**config.mk**
```make
export PLATFORM = sky130hd
export DESIGN_NAME = fetch_ctrl
export DESIGN_NICKNAME = d
export VERILOG_FILES = /design/src/rtl/fetch_ctrl.sv
export SDC_FILE = /design/constraint.sdc
export NUM_CORES = 1
export LEC_CHECK = 0
export BUFFER_PORTS_ARGS = -buffer_cell sky130_fd_sc_hd__buf_2
export CORE_MARGIN = 2
export CORE_UTILIZATION = 45
export CTS_BUF_LIST = sky130_fd_sc_hd__clkbuf_16
export CTS_CLUSTER_DIAMETER = 30
export CTS_CLUSTER_SIZE = 25
export DETAILED_ROUTE_END_ITERATION = 8
export PLACE_DENSITY_LB_ADDON = 0.12
export SLEW_MARGIN = 10
export SYNTH_ARGS = -nofsm -noshare
export SYNTH_HDL_FRONTEND = slang
export SYNTH_SLANG_ARGS = --single-unit
```
**constraint.sdc**
```tcl
create_clock -name clk -period 3.1 [get_ports clk]
set_clock_uncertainty 0.15 [all_clocks]
set_input_delay 0.93 -clock clk [delete_from_list [all_inputs] [get_ports clk]]
set_output_delay 0.93 -clock clk [all_outputs]
set_load 0.02 [all_outputs]
```
**src/rtl/fetch_ctrl.sv**
```systemverilog
// Run controller for the instruction-fetch stage: sequences start, the PC reset
// window, run and halt, and resolves branch requests into a single-cycle branchsig.
module fetch_ctrl #(
  parameter int RESET_CYCLES = 2,
  parameter int CNT_W        = 16
) (
  input  logic             clk,
  input  logic             reset,
  input  logic             start,
  input  logic             halt_instr,
  input  logic             stall_req,
  input  logic             branch_req,
  input  logic             branch_type,
  input  logic [7:0]       cmp,
  output logic             if_reset,
  output logic             if_halt,
  output logic             branchsig,
  output logic             done,
  output logic [CNT_W-1:0] cycle_count,
  output logic [7:0]       taken_count
);

  localparam int INIT_W = (RESET_CYCLES > 1) ? $clog2(RESET_CYCLES) : 1;
  localparam logic [INIT_W-1:0] INIT_LOAD = INIT_W'(RESET_CYCLES - 1);
  localparam logic [INIT_W-1:0] INIT_ONE  = INIT_W'(1);
  localparam logic [INIT_W-1:0] INIT_ZERO = {INIT_W{1'b0}};
  localparam logic [CNT_W-1:0]  CNT_ONE   = {{(CNT_W-1){1'b0}}, 1'b1};
  localparam logic [CNT_W-1:0]  CNT_MAX   = {CNT_W{1'b1}};
  localparam logic [CNT_W-1:0]  CNT_ZERO  = {CNT_W{1'b0}};

  typedef enum logic [1:0] {
    IDLE    = 2'd0,
    PC_INIT = 2'd1,
    RUN     = 2'd2,
    DONE    = 2'd3
  } state_t;

  state_t            state;
  state_t            state_nxt;
  logic              start_q;
  logic              start_rise;
  logic              taken;
  logic [INIT_W-1:0] init_cnt;

  assign start_rise = start & ~start_q;

  // Branch condition: equal-to-zero or negative, selected by branch_type.
  always_comb begin
    taken = 1'b0;
    if (branch_type) begin
      taken = (cmp == 8'h00);
    end else begin
      taken = cmp[7];
    end
  end

  // Next-state decode and IF control outputs.
  always_comb begin
    state_nxt = state;
    if_reset  = 1'b1;
    if_halt   = 1'b1;
    branchsig = 1'b0;
    done      = 1'b0;
    case (state)
      IDLE: begin
        if (start_rise) state_nxt = PC_INIT;
        else            state_nxt = IDLE;
      end
      PC_INIT: begin
        if (init_cnt == INIT_ZERO) state_nxt = RUN;
        else                       state_nxt = PC_INIT;
      end
      RUN: begin
        if_reset  = 1'b0;
        if_halt   = stall_req | halt_instr;
        // A halt or stall in the same cycle suppresses the branch entirely.
        branchsig = branch_req & taken & ~stall_req & ~halt_instr;
        if (halt_instr) state_nxt = DONE;
        else            state_nxt = RUN;
      end
      DONE: begin
        if_reset = 1'b0;
        done     = 1'b1;
        if (start_rise) state_nxt = PC_INIT;
        else            state_nxt = DONE;
      end
      default: begin
        state_nxt = IDLE;
      end
    endcase
  end

  // State register and start edge detector.
  always_ff @(posedge clk) begin
    if (reset) begin
      state   <= IDLE;
      start_q <= 1'b0;
    end else begin
      state   <= state_nxt;
      start_q <= start;
    end
  end

  // Init window counter and saturating run/branch counters.
  always_ff @(posedge clk) begin
    if (reset) begin
      init_cnt    <= INIT_ZERO;
      cycle_count <= CNT_ZERO;
      taken_count <= 8'h00;
    end else begin
      case (state)
        IDLE, DONE: begin
          if (start_rise) begin
            init_cnt    <= INIT_LOAD;
            cycle_count <= CNT_ZERO;
            taken_count <= 8'h00;
          end
        end
        PC_INIT: begin
          if (init_cnt != INIT_ZERO) init_cnt <= init_cnt - INIT_ONE;
        end
        RUN: begin
          if (cycle_count != CNT_MAX) cycle_count <= cycle_count + CNT_ONE;
          if (branchsig && (taken_count != 8'hFF)) taken_count <= taken_count + 8'h01;
        end
        default: begin
          init_cnt <= INIT_ZERO;
        end
      endcase
    end
  end

endmodule

```
==> summary.md, run 1 <==
| Metric | Value |
|---|---|
| Crit path DAT | `1.80 ns` |
| Status | `completed` |
| Initial drt markers | `45` |
| Relative slew slack | `60.1%` |
| Most frequent CP cell | `buf_2` |
| Post-synth EDFFs | `0` |
| Pwr dens | `396 nW/um^2` |
| Worst-Skew Late Latency | `0.26 ns` |
| Clock root cell | `clkbuf_16` |
| CTS clk-pin slew, worst paths | `0.07 ns` |
| Hold Path Origin | `taken_count[1]$_SDFFE_PP0P_` |
| Ratio of final minimum period to clock period | `92.8%` |
| Antenna-violating nets left | `0` |
| CP startpoint kind | `input port` |
| Hold Crit Depth | `2` |
| Min Clock Period, post-route | `2.88 ns` |
| Part of the power in registers | `50.6%` |
| Post-cts resize count | `0` |
| Detailed Route WL | `3480 um` |
| CTS H-tree depth | `1` |
| Inst Count DP | `260` |
| Nature of the critical path endpoint | `output pin` |
| First-pass GRT wire length | `5640 um` |
| Max Clock Freq | `348 MHz` |
| Sequential-to-total area share from yosys stat | `37.0%` |
| Synthesized area | `1510 sq um` |
| R2r worst-path depth | `7` |
| Rows | `21` |
| # setup viols final | `0` |
| Cell with the most instances after synthesis | `dfxtp_1` |
| Vias in the first global route | `1285` |
| Cells after Synth | `176` |
| Yosys top cell by area | `dfxtp_1` |
| Critical path fanouts, max | `2` |
| Crit-path slowest cell | `nor4b_1` |
| Switching power | `0.000167 W` |
| DRC violations left | `0` |
| Via count | `1420` |
| Placeable Area | `3280 sq um` |
| Vias per std cell | `5.38` |
| Pwr Total | `0.000731 W` |
| Comb power frac | `9.0%` |
| Ys async rst share | `0%` |
| Clock share of power | `40.4%` |
| Static Leak | `0.733 nW` |
| CP delay by family, top | `simple AND/OR/NAND/NOR gates` |
| Nets | `240` |
| Synth warn | `0` |
| Post-Syn Area per Cell | `8.60 sq um` |
| Crit-path max cell delay | `0.28 ns` |
| Ant diodes | `0` |
| Hold WC Path Type | `reg2reg` |
| Initial antenna violation count | `0` |
| Final setup TNS | `0 ns` |
| Initial core utilization | `46.1%` |
| IO buf count | `42` |
| Slew of the pin with the lowest slew margin | `0.596 ns` |
| Worst IR drop on VDD | `0.198 mV` |
| Ranking of synthesized cells by area | `dfxtp_1 37%, xnor2_1 8.1%, nor2_1 6.4%, ha_1 5.0%, nand3_1 3.6%` |
| Height of the die | `62 um` |
| Total grt overflow | `0` |
| CTS tree | `built` |
| Gp weighted congestion | `0.884` |
| Filler instances | `312` |
| FF+latch count, synth | `28` |
| Hpwl dp | `2610 um` |
| Reg-to-Reg Start | `state[0]$_SDFF_PP0_` |
| Die width | `62 um` |
| I/O Pins | `43` |
| Switching share of power | `22.9%` |
| Wire length per cell | `13.2 um` |
| Setup ws final | `0.223 ns` |
| Area fraction of the dominant cell type after synthesis | `37.0%` |
| Critical-path cell list | `buf_2 -> nor4b_1 -> a32oi_1 -> nor2_1 -> buf_2` |
| Synthesized Nets | `197` |
| CTS Sinks | `28` |
| Hold_buf cts | `0` |
| Final Hold Viols | `0` |
| Max clock buf depth | `2` |
| Largest net degree at the start of global routing | `22` |
| DR pass1 iterations | `4` |
| Total Routing Usage GR | `19.7%` |
| P&R area growth vs syn | `22.0%` |
| Postcts setup bufs | `0` |
| Internal | `0.000564 W` |
| Final Util | `56.2%` |
| Kind of critical path | `in2out` |
| CTS Buf Count | `3` |
| Place WS | `0.180 ns` |
| Post-synth top flop | `dfxtp_1` |
| R2r setup slk | `0.68 ns` |
| CP Buf/Inv Count | `2` |
| Crit path required time | `2.02 ns` |
| RSZ-0062 raised after global routing | `false` |
| Die ar. | `3840 sq um` |
| Endpoint, Worst Hold | `taken_count[1]$_SDFFE_PP0P_` |
| Maxcap violations | `0` |
| Distinct cell type count after synthesis | `44` |
| Cell Count, Final, Fillers Out | `264` |
| Fraction of layout cells with a size suffix above 1 | `26.1%` |
| Synth cell count leaders | `28 x dfxtp_1, 26 x nor2_1, 14 x xnor2_1` |
| Max Slew Vio Count | `0` |
| Critical R2R Capture | `cycle_count[9]$_SDFFE_PP0P_` |
## cells in the final DEF (no fill, tap or decap), types with 2 or more instances in the layout
cell type   n
nand4_1     7
nand2_1    13
clkbuf_16   3
nor3_1      7
nand3_1    11
a211oi_1    3
nor2_2      2
ha_1        6
dfxtp_1    28
nor4_1      4
inv_1       6
xnor2_1    14
a221oi_1    2
a21oi_1     5
buf_2      42
xor2_1      5
o2111ai_1   2
and3_1      4
nor2_1     26
nand2b_1    2
## layer usage
| layer | up-vias | GRT usage, % | share of wire [%] |
|---|---|---|---|
| met5 | - | 0 | 0 |
| met4 | 0 | 8.21 | 1.8 |
| met3 | 8 | 2.48 | 3.9 |
| met2 | 36 | 32.9 | 47 |
| met1 | 659 | 25.5 | 47 |
| li1 | 717 | - | - |
## stage by stage
| stage | hold slack [ns] | instance area (sq um) |
|---|---|---|
| after floorplan | 0.327 | 1510 |
| final | 0.364 | 1850 |
| after global placement | 0.344 | 1770 |
| after global routing | 0.409 | 1850 |
| after detailed placement | 0.355 | 1770 |
| after CTS | 0.368 | 1850 |
## flip-flops by register name, indices dropped and copies added, names as in the netlist
name / count
cycle_count: 16
init_cnt: 1
start_q: 1
state: 2
taken_count: 8
## final cells by class
type                            instances  area [sq um]  share of cell area (%)
Tap cell                               46          57.6                    3.12
Timing Repair Buffer                   43           218                    11.8
Multi-Input combinational cell        137           910                    49.3
Inverter                                6          22.5                    1.22
Sequential cell                        28           561                    30.4
Clock inverter                          1          3.75                   0.203
Clock buffer                            3          75.1                    4.07
## worst max path at each step
stage / startpoint / endpoint / slack (ns) / cells after the start
finish: cmp[4] / branchsig / 0.22 / 5
global route: cmp[4] / branchsig / 0.13 / 5
CTS: cmp[4] / branchsig / 0.18 / 5
detailed placement: cmp[4] / branchsig / 0.18 / 5
global placement: cmp[4] / branchsig / 0.22 / 5
floorplan: cmp[4] / branchsig / 0.21 / 3
## worst min-delay path: cells and delay by family (launching register included)
kind | cells | cell delay, ns
and+or+nand+nor | 1 | 0.07
AOI/OAI and AO/OA | 1 | 0.05
DFF | 1 | 0.35
## logic make-up (layout without fill, tap and decap cells)
group,count (synthesis),count (layout),synth area share [%]
AND/OR/NAND/NOR,89,89,31.7
flip-flops,28,28,37.0
AO/OA/AOI/OAI,23,23,12.5
XOR/XNOR,19,19,11.0
buffers and inverters,11,53,2.89
adder cells (fa/ha/maj),6,6,4.96
## power by group through the flow
stage	registers, W	logic, W	clock network (W)
after floorplan	0.000378	0.0000444	0
after global placement	0.000377	0.0000645	0
after detailed placement	0.000378	0.0000667	0
after CTS	0.000370	0.0000666	0.000304
after global routing	0.000371	0.0000738	0.000320
final	0.000370	0.0000659	0.000295
Power figures use the tool's default switching activity.
==> run 2, diff against run 1 <==
CORE_MARGIN = 4   (was 2)
clock period = 3.2 ns   (was 3.1 ns; I/O delays follow)
==> summary.md, run 2 (synthesized netlist as in run 1, its figures left out) <==
| Metric | Value |
|---|---|
| Crit path DAT | `1.78 ns (was 1.80 ns)` |
| Largest register FFs | `16 (unchanged)` |
| DRC violations left | `0 (unchanged)` |
| Setup ws final | `0.313 ns (was 0.223 ns)` |
| Postcts setup bufs | `0 (unchanged)` |
| Pwr dens | `378 nW/um^2 (was 396 nW/um^2)` |
| Dpl cell area | `1770 sq um (about the same)` |
| Max Clock Freq | `346 MHz` |
| Vias per std cell | `5.25 (was 5.38)` |
| Hold WC Path Type | `reg2reg (unchanged)` |
| Place WS | `0.313 ns (was 0.180 ns)` |
| Final Hold Viols | `0 (unchanged)` |
| Largest net degree at the start of global routing | `22 (unchanged)` |
| Gp weighted congestion | `0.786 (was 0.884)` |
| Final Util | `58.8% (was 56.2%)` |
| Maxcap violations | `0 (unchanged)` |
| Part of the power in registers | `51.5% (was 50.6%)` |
| Antenna-violating nets left | `0 (unchanged)` |
| Via count | `1370 (was 1420)` |
| Switching share of power | `21.6% (was 22.9%)` |
| CTS tree | `built (unchanged)` |
| First-pass GRT wire length | `5820 um (was 5640 um)` |
| Comb power frac | `9.2% (was 9.0%)` |
| Relative slew slack | `61.4% (was 60.1%)` |
| Inst Count DP | `258 (was 260)` |
| Filler instances | `305 (was 312)` |
| CTS clk-pin slew, worst paths | `0.06 ns (was 0.07 ns)` |
| Kind of critical path | `in2out (unchanged)` |
| CTS Buf Count | `3 (unchanged)` |
| Min Clock Period, post-route | `2.89 ns` |
| Total Routing Usage GR | `16.7% (was 19.7%)` |
| Internal | `0.000545 W (was 0.000564 W)` |
| Cell Count, Final, Fillers Out | `261 (was 264)` |
| DR pass1 iterations | `4 (unchanged)` |
| Status | `completed (unchanged)` |
| Vias in the first global route | `1310 (was 1285)` |
| Max clock buf depth | `2 (unchanged)` |
| Ratio of final minimum period to clock period | `90.2%` |
| I/O Pins | `43 (unchanged)` |
| Placeable Area | `3130 sq um (was 3280 sq um)` |
| P&R area growth vs syn | `21.6% (was 22.0%)` |
| Top reg by flops | `cycle_count (unchanged)` |
| Switching power | `0.000150 W (was 0.000167 W)` |
| IO buf count | `42 (unchanged)` |
| Worst-Skew Late Latency | `0.26 ns (about the same)` |
| Max Slew Vio Count | `0 (unchanged)` |
| Initial core utilization | `48.4% (was 46.1%)` |
| Total grt overflow | `0 (unchanged)` |
| Rows | `20 (was 21)` |
| # setup viols final | `0 (unchanged)` |
| Height of the die | `66 um (was 62 um)` |
| Crit path required time | `2.09 ns (was 2.02 ns)` |
| Nets | `240 (unchanged)` |
| Nature of the critical path endpoint | `output pin (unchanged)` |
| CP startpoint kind | `input port (unchanged)` |
| Clock root cell | `clkbuf_16 (unchanged)` |
| Final setup TNS | `0 ns (unchanged)` |
| Initial drt markers | `61 (was 45)` |
| Hold_buf cts | `0 (unchanged)` |
| CTS Sinks | `28 (unchanged)` |
| Critical path fanouts, max | `2 (unchanged)` |
| Ant diodes | `0 (unchanged)` |
| Commonest non-fill, non-tap cell in the layout | `buf_2 (unchanged)` |
| Initial antenna violation count | `0 (unchanged)` |
| Worst IR drop on VDD | `0.274 mV (was 0.198 mV)` |
| Fraction of layout cells with a size suffix above 1 | `26.3% (was 26.1%)` |
| Wire length per cell | `13.0 um (was 13.2 um)` |
| Detailed Route WL | `3390 um (was 3480 um)` |
| Most frequent cells in the layout | `42 x buf_2, 28 x dfxtp_1, 26 x nor2_1 (unchanged)` |
| Post-cts resize count | `0 (unchanged)` |
| Die width | `66 um (was 62 um)` |
| Clock share of power | `39.3% (was 40.4%)` |
| Biggest regs | `cycle_count (16), taken_count (8), state (2) (unchanged)` |
| RSZ-0062 raised after global routing | `false (unchanged)` |
| CTS H-tree depth | `1 (unchanged)` |
| Hpwl dp | `2640 um (was 2610 um)` |
| Die ar. | `4360 sq um (was 3840 sq um)` |
| Static Leak | `0.731 nW (was 0.733 nW)` |
| Slew of the pin with the lowest slew margin | `0.577 ns (was 0.596 ns)` |
| Final Cell Area | `1840 sq um (was 1850 sq um)` |
## run 2: cell count changes in the layout (fill, tap and decap cells not counted)
cell	delta
clkinv_1	-1
## run 2: critical path, cell delays in order
cell,delay (ns)
buf_2,0.10
nor4b_1,0.28
a32oi_1,0.16
nor2_1,0.11
buf_2,0.17
## run 2: path summary, 6_finish.rpt
| path | start | endpoint | slack [ns] | cells past startpoint |
|---|---|---|---|---|
| setup / recovery | cmp[4] | branchsig | 0.31 | 5 |
| hold / removal | cycle_count[1]$_SDFFE_PP0P_ | cycle_count[1]$_SDFFE_PP0P_ | 0.36 | 2 |
| hold reg to reg | cycle_count[1]$_SDFFE_PP0P_ | cycle_count[1]$_SDFFE_PP0P_ | 0.36 | 2 |
| setup reg to reg | state[0]$_SDFF_PP0_ | taken_count[5]$_SDFFE_PP0P_ | 0.82 | 7 |
## run 2: metrics by stage
stage,power [W],hold slack (ns)
2_1_floorplan,0.000410,0.327
3_3_place_gp,0.000428,0.345
3_5_place_dp,0.000430,0.360
4_1_cts,0.000704,0.367
5_1_grt,0.000729,0.387
6_report,0.000695,0.362
## run 2: layer usage
metal,global-route usage [%],routed length [um],up-vias
met5,0,0,-
met4,2.28,26,0
met3,4.59,144,5
met2,28.2,1580,21
met1,21.7,1640,631
li1,-,-,713
## run 2: power groups by stage
stage	registers [W]	clock network, W	logic [W]
after CTS	0.000358	0.000282	0.0000647
after detailed placement	0.000366	0	0.0000641
final	0.000358	0.000273	0.0000639
after global routing	0.000359	0.000297	0.0000734
after global placement	0.000366	0	0.0000623
after floorplan	0.000367	0	0.0000430
## run 2: area by class of cell
| class | count | area, sq um | share of cell area, % |
|---|---|---|---|
| Multi-Input combinational cell | 137 | 910 | 49.4 |
| Sequential cell | 28 | 561 | 30.5 |
| Timing Repair Buffer | 43 | 218 | 11.8 |
| Clock buffer | 3 | 75.1 | 4.08 |
| Tap cell | 44 | 55.1 | 2.99 |
| Inverter | 6 | 22.5 | 1.22 |
